<file path="src/rtl/rf_pkg.sv">
// Shared constants, op encodings and FSM states for the register-file burst master.
// Imported by rf_burst_master and rf_out_buf.
package rf_pkg;

    localparam int ADDR_W   = 3;
    localparam int DATA_W   = 32;
    localparam int NUM_REGS = 8;

    localparam logic OP_WRITE = 1'b0;
    localparam logic OP_READ  = 1'b1;

    typedef enum logic [1:0] {
        IDLE,
        WRITE,
        READ,
        DONE
    } state_t;

    // A burst never touches more words than the register file holds.
    function automatic logic [3:0] clampCount(input logic [3:0] c);
        return (c > 4'(NUM_REGS)) ? 4'(NUM_REGS) : c;
    endfunction

endpackage

</file>
<file path="src/rtl/rf_out_buf.sv">
// One-entry valid/ready output register for the read stream.
// Flush discards the held word; reset also clears the data.
module rf_out_buf #(
    parameter int DATA_W = rf_pkg::DATA_W
) (
    input  logic              clk_i,
    input  logic              rst_i,
    input  logic              flush_i,
    input  logic              load_i,
    input  logic [DATA_W-1:0] data_i,
    input  logic              ready_i,
    output logic              valid_o,
    output logic [DATA_W-1:0] data_o
);

    logic              valid_q;
    logic [DATA_W-1:0] data_q;

    // Load wins over a same-cycle handshake so back-to-back words stream at full rate.
    always_ff @(posedge clk_i or posedge rst_i) begin
        if (rst_i) begin
            valid_q <= 1'b0;
            data_q  <= '0;
        end else if (flush_i) begin
            valid_q <= 1'b0;
        end else if (load_i) begin
            valid_q <= 1'b1;
            data_q  <= data_i;
        end else if (ready_i) begin
            valid_q <= 1'b0;
        end
    end

    assign valid_o = valid_q;
    assign data_o  = data_q;

endmodule

</file>
<file path="src/rtl/rf_burst_master.sv">
// Burst initiator for the 8 x 32-bit register file: streams write data into
// the write port or read-port data out through a one-entry buffer.
module rf_burst_master #(
    parameter int ADDR_W = rf_pkg::ADDR_W,
    parameter int DATA_W = rf_pkg::DATA_W
) (
    input  logic              clk_i,
    input  logic              rst_i,
    input  logic              start_i,
    input  logic              op_i,
    input  logic [ADDR_W-1:0] base_addr_i,
    input  logic [3:0]        count_i,
    input  logic              abort_i,
    output logic              busy_o,
    output logic              done_o,
    input  logic [DATA_W-1:0] in_data_i,
    input  logic              in_valid_i,
    output logic              in_ready_o,
    output logic [DATA_W-1:0] out_data_o,
    output logic              out_valid_o,
    input  logic              out_ready_i,
    output logic [ADDR_W-1:0] rf_wAddr_o,
    output logic [DATA_W-1:0] rf_wData_o,
    output logic              rf_we_o,
    output logic [ADDR_W-1:0] rf_rAddr_o,
    input  logic [DATA_W-1:0] rf_rData_i
);

    import rf_pkg::*;

    state_t            state_q;
    logic [ADDR_W-1:0] addr_q;
    logic [3:0]        remaining_q;

    logic inWrite;
    logic inRead;
    logic rdLoad_d;
    logic rdDrained_d;
    logic bufFlush_d;

    assign inWrite = (state_q == WRITE);
    assign inRead  = (state_q == READ);

    // Abort suppresses any access in the cycle it is raised.
    assign rdLoad_d    = inRead && !abort_i && (remaining_q != 4'd0) && (!out_valid_o || out_ready_i);
    assign rdDrained_d = (remaining_q == 4'd0) && (!out_valid_o || out_ready_i);
    assign bufFlush_d  = inRead && abort_i;

    always_ff @(posedge clk_i or posedge rst_i) begin
        if (rst_i) begin
            state_q     <= IDLE;
            addr_q      <= '0;
            remaining_q <= '0;
        end else begin
            case (state_q)
                IDLE: begin
                    if (start_i) begin
                        addr_q      <= base_addr_i;
                        remaining_q <= clampCount(count_i);
                        if (count_i == 4'd0) begin
                            state_q <= DONE;
                        end else if (op_i == OP_READ) begin
                            state_q <= READ;
                        end else begin
                            state_q <= WRITE;
                        end
                    end
                end
                WRITE: begin
                    if (abort_i) begin
                        state_q <= IDLE;
                    end else if (in_valid_i) begin
                        addr_q      <= addr_q + 1'b1;
                        remaining_q <= remaining_q - 4'd1;
                        if (remaining_q == 4'd1) begin
                            state_q <= DONE;
                        end
                    end
                end
                READ: begin
                    if (abort_i) begin
                        state_q <= IDLE;
                    end else begin
                        if (rdLoad_d) begin
                            addr_q      <= addr_q + 1'b1;
                            remaining_q <= remaining_q - 4'd1;
                        end
                        if (rdDrained_d) begin
                            state_q <= DONE;
                        end
                    end
                end
                DONE: begin
                    state_q <= IDLE;
                end
                default: begin
                    state_q <= IDLE;
                end
            endcase
        end
    end

    assign busy_o     = (state_q != IDLE);
    assign done_o     = (state_q == DONE);
    assign in_ready_o = inWrite;
    assign rf_we_o    = inWrite && in_valid_i && !abort_i;
    assign rf_wAddr_o = addr_q;
    assign rf_wData_o = in_data_i;
    assign rf_rAddr_o = addr_q;

    rf_out_buf #(
        .DATA_W(DATA_W)
    ) u_out_buf (
        .clk_i   (clk_i),
        .rst_i   (rst_i),
        .flush_i (bufFlush_d),
        .load_i  (rdLoad_d),
        .data_i  (rf_rData_i),
        .ready_i (out_ready_i),
        .valid_o (out_valid_o),
        .data_o  (out_data_o)
    );

endmodule

</file>
<file path="config.mk">
export PLATFORM = sky130hd
export DESIGN_NAME = rf_burst_master
export DESIGN_NICKNAME = d
export VERILOG_FILES = /design/src/rtl/rf_pkg.sv /design/src/rtl/rf_out_buf.sv /design/src/rtl/rf_burst_master.sv
export SDC_FILE = /design/constraint.sdc
export NUM_CORES = 1
export LEC_CHECK = 0
export CAP_MARGIN = 25
export CORE_UTILIZATION = 39
export DETAILED_ROUTE_END_ITERATION = 7
export PLACE_DENSITY_LB_ADDON = 0.3
export SYNTH_ARGS = -nofsm -noshare
export SYNTH_HDL_FRONTEND = slang
export SYNTH_SLANG_ARGS = --single-unit
export TNS_END_PERCENT = 1
</file>
<file path="constraint.sdc">
create_clock -name clk_i -period 3.8 [get_ports clk_i]
set_input_delay 0.76 -clock clk_i [delete_from_list [all_inputs] [get_ports clk_i]]
set_output_delay 0.76 -clock clk_i [all_outputs]
set_load 0.01 [all_outputs]
</file>
==> results of run 1 <==
-- cells in the mapped netlist (2+ instances only) --
master     n  area [µm²]
nand4_1    3        18.8
o211ai_1   2        15.0
ha_1       8         100
dfrtp_1   42        1050
nand2_1    7        26.3
buf_6      4        45.0
a31oi_1    2        12.5
mux2_2    34         383
nor4_1     2        12.5
o21ai_0    4        20.0
inv_1     12        45.0
nor2_1     4        15.0
buf_4     35         263
and3_1     2        12.5
a21oi_1    6        30.0
-- worst max-delay path, cell delays in order --
cell and delay (ns):
clkdlybuf4s50_1 0.51, inv_1 0.15, and3_1 0.16, clkdlybuf4s50_1 0.53
-- stage by stage --
| step | hold WS, ns | setup slack (ns) | util [%] | power, µW |
|---|---|---|---|---|
| 5_1_grt | 0.533 | 0.866 | 54.6 | 2660 |
| 2_1_floorplan | 0.531 | 1.82 | - | 1630 |
| 3_3_place_gp | 0.488 | 0.932 | 53.0 | 2150 |
| 4_1_cts | 0.516 | 0.935 | 54.6 | 2490 |
| 3_5_place_dp | 0.494 | 0.932 | 53.0 | 2180 |
| 6_report | 0.510 | 0.926 | 54.6 | 2450 |
-- power groups by stage --
stage	Combinational, µW	Sequential, µW	Clock, µW
floorplan	720	907	0
global placement	1330	816	0
detailed placement	1350	829	0
CTS	1350	823	315
global route	1460	855	335
finish	1340	818	299
-- how the worst max path moves through the flow --
stage,startpoint,end,slack [ns],depth (start not counted)
after global placement,abort_i,rf_we_o,0.93,4
after detailed placement,abort_i,rf_we_o,0.93,4
after CTS,abort_i,rf_we_o,0.93,4
final,abort_i,rf_we_o,0.93,4
after global routing,abort_i,rf_we_o,0.87,4
after floorplan,abort_i,rf_rAddr_o[2],1.82,4
-- cell families after synthesis --
logic type	after synthesis
buffers and inverters	52
flip-flops	42
multiplexers	35
AND/OR/NAND/NOR	30
AO/OA/AOI/OAI	25
adder cells (fa/ha/maj)	8
-- layout make-up --
class	instances	area, µm²	share of cell area (%)
Clock buffer	5	68.8	2.26
Clock inverter	3	23.8	0.781
Inverter	12	45.0	1.48
Multi-Input combinational cell	98	871	28.6
Sequential cell	42	1050	34.5
Tap cell	72	90.1	2.96
Timing Repair Buffer	90	896	29.4
-- layer usage --
layer,global-route usage [%],vias up
li1,-,753
met3,6.16,11
met5,0,-
met1,19.8,791
met4,5.74,0
met2,25.8,76
-- flip-flops by register name, indices dropped and copies added (netlist names) --
signal	count
state_q	2
u_out_buf.valid_o	1
rf_rAddr_o	3
remaining_q	4
u_out_buf.data_o	32
==> results.ini, run 1 <==
[clocking]
post_cts_buffers = 0
clkSinkCount = 42
cts_htree_levels = 2
postCtsHoldBufs = 0
cts-root-buf = clkbuf_8
path_clk_slew_ns = 0.08
cts_buffer_depth = 2
clock_latency_ns = 0.30
ctsResizeCount = 0
tritoncts = yes
cts_inserted_buffers = 5

[grt]
grt_pass1_wl_um = 7790
grt_max_degree = 34
grt-ovfl-total = 0
antenna_found_initial = 0
grt_pass1_vias = 1673
grt_usage_pct = 16.1

[setup_path]
cp.required_ns = 3.04
r2r_end = u_out_buf.data_o[10]
arrival_ns = 2.11
ff2ff_setup_slack_ns = 1.79
setup.worst_path.end_class = primary output
critPathKind = in2out
r2r-start = state_q[0]
ff2ff_path_depth = 7
start_kind = input pin
cp_max_fo = 6

[timing]
layout_min_cycle_time_ns = 2.87
rsz0062_at_grt = false
fin_tns_setup_ns = 0
clock.fmax_mhz = 348
fin_crit_sh_pct = 75.6
drv_slew = 0
relSlewSlack_pct = 52.0
finalHoldViolations = 0
setup_viol = 0
finClkSkew_ns = 0.00607
tightest_slew_ns = 0.715

[logic_synthesis]
synth-edff-count = 0
synthXorXnorAreaFrac_pct = 0
ys_seq_area_share_pct = 46.1
synth_area_mm2 = 0.00228
muxShareOfSynthArea_pct = 17.2
synthSimpleGateAreaFrac_pct = 8.07
ys_warn_count = 0
synth_compound_area_share_pct = 8.51
synthAdderAreaFrac_pct = 4.39
ys_types = 40
syn_inst = 192
synth.avg_cell_area_um2 = 11.9
synthFlopType = dfrtp_1
async_flop_share_pct = 100
synth_seq_cells = 42
synth_top_family_by_area = multiplexers
syn_nets = 278

[die]
fp-row-count = 27
pin_count = 153
start_util_pct = 40.9
fp.dieH_um = 78.5
die_area_mm2 = 0.00616
core_mm2 = 0.00557
die_w_um = 78.5

[worst_hold_path]
whs_endpoint = u_out_buf.data_o[7]
min_path_type = reg2reg
whs_path_depth = 1
min_from = u_out_buf.data_o[7]

[layout]
drive_gt1_share_pct = 20.0
final_cells = 322
final_common_cell = clkdlybuf4s50_1
synthToLayoutAreaGrowth_pct = 33.6
diodes = 0
nNetsFinal = 335
fill_cells = 501
mostFrequentLayoutCells = clkdlybuf4s50_1, dfrtp_1, mux2_2, inv_1, ha_1
final_cell_area_mm2 = 0.00305

[detailed_routing]
ant_nets = 0
wl_met2_um = 2100
avgViaCountPerCell = 5.07
drt_wl_total_um = 4490
drc = 0
vias = 1631
met1_length_um = 1920
top_layer_used = met4
drt-wirelength-per-cell_um = 13.9
drt_iter0_drc = 81
first_pass_iters = 4
dr_wl_met3_um = 406

[placement]
dp_hpwl_um = 3300
portBuffers = 88
post_dp_cell_area_mm2 = 0.00295
gp_congestion = 0.818
placed_cells = 314

[power]
clkPwrFrac_pct = 12.2
ir_drop_mv = 0.352
combPwrFrac_pct = 54.5
swShare_pct = 35.0
pwr-share-seq_pct = 33.4
p_int_uw = 1590
leakage_uw = 0.00127
powerDensity_mw_per_mm2 = 805
switchingPower_uw = 858

[flow_run]
cap_viol_max_count = 0

[run_status]
status = complete, no violations

No activity file was read; power rests on OpenSTA's default activity.
==> inputs of run 2 (changes only) <==
Settings changed: CORE_UTILIZATION 39 to 36.
Clock period 3.8 ns to 2.75 ns, I/O delays scaled along.
==> run 2 against run 1 <==
Against the previous run:
- clock power increased by 32%
- worst hold slack lost 0.00083 ns
- sequential share of layout area shrank 0.11 points
- global-route usage down 1.4 points
- setup slack worse by 0.64 ns
- flip-flop and latch count is the same
- non-clock buffer count unchanged
- sequential power grew 38%
- first-iteration DRC count decreased by 33%
- cell count increased by 0.93%
- count of clock-buffer cells in the layout grew 1
==> results.ini, run 2 (synthesis results as in run 1) <==
[setup_path]
worstPathCellList = clkdlybuf4s50_1, inv_1, and3_1, clkdlybuf4s50_1  ; unchanged
cp_max_fo = 6  ; unchanged
cpMostUsedCell = clkdlybuf4s50_1  ; unchanged
start_kind = input pin  ; unchanged
critPathKind = in2out  ; unchanged
slowest_stage = clkdlybuf4s50_1  ; unchanged
setup.worst_path.end_class = primary output  ; unchanged
slowest_delay_ns = 0.53  ; about the same
arrival_ns = 1.91  ; was 2.11 ns
cp.required_ns = 2.20  ; was 3.04 ns

[worst_hold_path]
min_path_type = reg2reg  ; unchanged

[die]
core_mm2 = 0.00603  ; was 0.00557 mm²
die_area_mm2 = 0.00665  ; was 0.00616 mm²
fp.dieH_um = 81.6  ; was 78.5 µm
start_util_pct = 37.8  ; was 40.9%
fp-row-count = 28  ; was 27
pin_count = 153  ; unchanged
die_w_um = 81.6  ; was 78.5 µm

[detailed_routing]
ant_nets = 0  ; unchanged
drt_wl_total_um = 4670  ; was 4490 µm
drt_iter0_drc = 54  ; was 81
first_pass_iters = 4  ; unchanged
drt-wirelength-per-cell_um = 14.4  ; was 13.9 µm
drc = 0  ; unchanged
vias = 1579  ; was 1631
avgViaCountPerCell = 4.86  ; was 5.07

[grt]
grt_pass1_vias = 1647  ; was 1673
grt_usage_pct = 14.7  ; was 16.1%
grt_pass1_wl_um = 7450  ; was 7790 µm
antenna_found_initial = 0  ; unchanged
grt_max_degree = 43  ; was 34
grt-ovfl-total = 0  ; unchanged

[timing]
finClkSkew_ns = 0.00555  ; was 0.00607 ns
layout_min_cycle_time_ns = 2.46
setup_viol = 0  ; unchanged
fin_crit_sh_pct = 89.5
fin_tns_setup_ns = 0  ; unchanged
rsz0062_at_grt = false  ; unchanged
finalHoldViolations = 0  ; unchanged
setup_slack_ns = 0.288  ; was 0.926 ns
clock.fmax_mhz = 406
tightest_slew_ns = 0.555  ; was 0.715 ns
relSlewSlack_pct = 63.0  ; was 52.0%
drv_slew = 0  ; unchanged

[placement]
placed_cells = 317  ; was 314
gp_congestion = 0.751  ; was 0.818
portBuffers = 88  ; unchanged
dp_hpwl_um = 3420  ; was 3300 µm
dp_slack_ns = 0.283  ; was 0.932 ns

[clocking]
postCtsHoldBufs = 0  ; unchanged
clock_latency_ns = 0.29  ; was 0.30 ns
clkSinkCount = 42  ; unchanged
ctsResizeCount = 0  ; unchanged
cts_buffer_depth = 2  ; unchanged
cts-root-buf = clkbuf_8  ; unchanged
cts_inserted_buffers = 5  ; unchanged
tritoncts = yes  ; unchanged
path_clk_slew_ns = 0.08  ; about the same
post_cts_buffers = 0  ; unchanged
cts_htree_levels = 2  ; unchanged

[power]
clkPwrFrac_pct = 11.6  ; was 12.2%
pwr-share-seq_pct = 33.3  ; was 33.4%
combPwrFrac_pct = 55.0  ; was 54.5%
p_int_uw = 2210  ; was 1590 µW
switchingPower_uw = 1180  ; was 858 µW
swShare_pct = 34.8  ; was 35.0%
leakage_uw = 0.00128  ; was 0.00127 µW
powerDensity_mw_per_mm2 = 1110  ; was 805 mW/mm²
ir_drop_mv = 0.605  ; was 0.352 mV

[layout]
final_cells = 325  ; was 322
drive_gt1_share_pct = 19.6  ; was 20.0%
final_common_cell = clkdlybuf4s50_1  ; unchanged
multi_input_area_um2 = 871  ; unchanged
synthToLayoutAreaGrowth_pct = 34.0  ; was 33.6%
regArea_mm2 = 0.00105  ; unchanged
largest_reg_flops = 32  ; unchanged
fill_cells = 555  ; was 501
nNetsFinal = 335  ; unchanged
mostFrequentLayoutCells = clkdlybuf4s50_1, dfrtp_1, mux2_2, inv_1, ha_1  ; unchanged
diodes = 0  ; unchanged

[flow_run]
cap_viol_max_count = 0  ; unchanged

[run_status]
status = complete, no violations  ; unchanged

[run 2: changes by cell type in the layout (fill, tap and decap cells not counted)]
cell        delta
buf_12         +1
inv_6          -1
clkbuf_1       +1
buf_4          -1
clkinv_2       +1
clkinvlp_4     -2
clkinv_4       +1
[run 2: power by group through the flow]
stage | Sequential (µW) | Combinational (µW) | Clock, µW
6_report | 1130 | 1870 | 395
2_1_floorplan | 1250 | 994 | 0
3_5_place_dp | 1150 | 1880 | 0
4_1_cts | 1140 | 1890 | 413
5_1_grt | 1180 | 2030 | 439
3_3_place_gp | 1130 | 1850 | 0
[run 2: area by class of cell]
type | count | area share, %
Sequential cell | 42 | 34.4
Timing Repair Buffer | 90 | 29.7
Multi-Input combinational cell | 98 | 28.5
Tap cell | 75 | 3.07
Clock buffer | 6 | 2.38
Inverter | 12 | 1.47
Clock inverter | 2 | 0.450
[run 2: per-stage QoR]
stage / area [µm²] / util, % / hold WS [ns] / total power (µW)
6_report: 3060 / 50.7 / 0.510 / 3390
5_1_grt: 3060 / 50.7 / 0.530 / 3650
4_1_cts: 3060 / 50.7 / 0.514 / 3440
3_5_place_dp: 2970 / 49.3 / 0.495 / 3020
3_3_place_gp: 2970 / 49.3 / 0.489 / 2990
2_1_floorplan: 2280 / - / 0.531 / 2250
[run 2: path summary, 6_finish.rpt]
kind,startpoint,endpoint,slack [ns],depth (start not counted)
min in group asynchronous,rst_i,u_out_buf.data_o[1],0.69,3
setup / recovery,abort_i,rf_we_o,0.29,4
setup reg to reg,remaining_q[0],state_q[1],0.71,5
hold / removal,u_out_buf.data_o[8],u_out_buf.data_o[8],0.51,1
max in group asynchronous,rst_i,u_out_buf.data_o[18],1.69,3
hold reg to reg,u_out_buf.data_o[8],u_out_buf.data_o[8],0.51,1
[run 2: metal layers]
| metal | part of all wire [%] | vias to the layer above | routed length (µm) | GRT usage, % |
|---|---|---|---|---|
| li1 | - | 748 | - | - |
| met1 | 40 | 752 | 1890 | 17.6 |
| met2 | 46 | 68 | 2150 | 22.3 |
| met3 | 12 | 11 | 566 | 7.89 |
| met4 | 1.4 | 0 | 66 | 5.61 |
| met5 | 0 | - | 0 | 0 |
[run 2: critical path: cells and delay by family]
kind,cells,cell delay [ns]
AND/OR/NAND/NOR,1,0.16
buffers and inverters,3,1.19
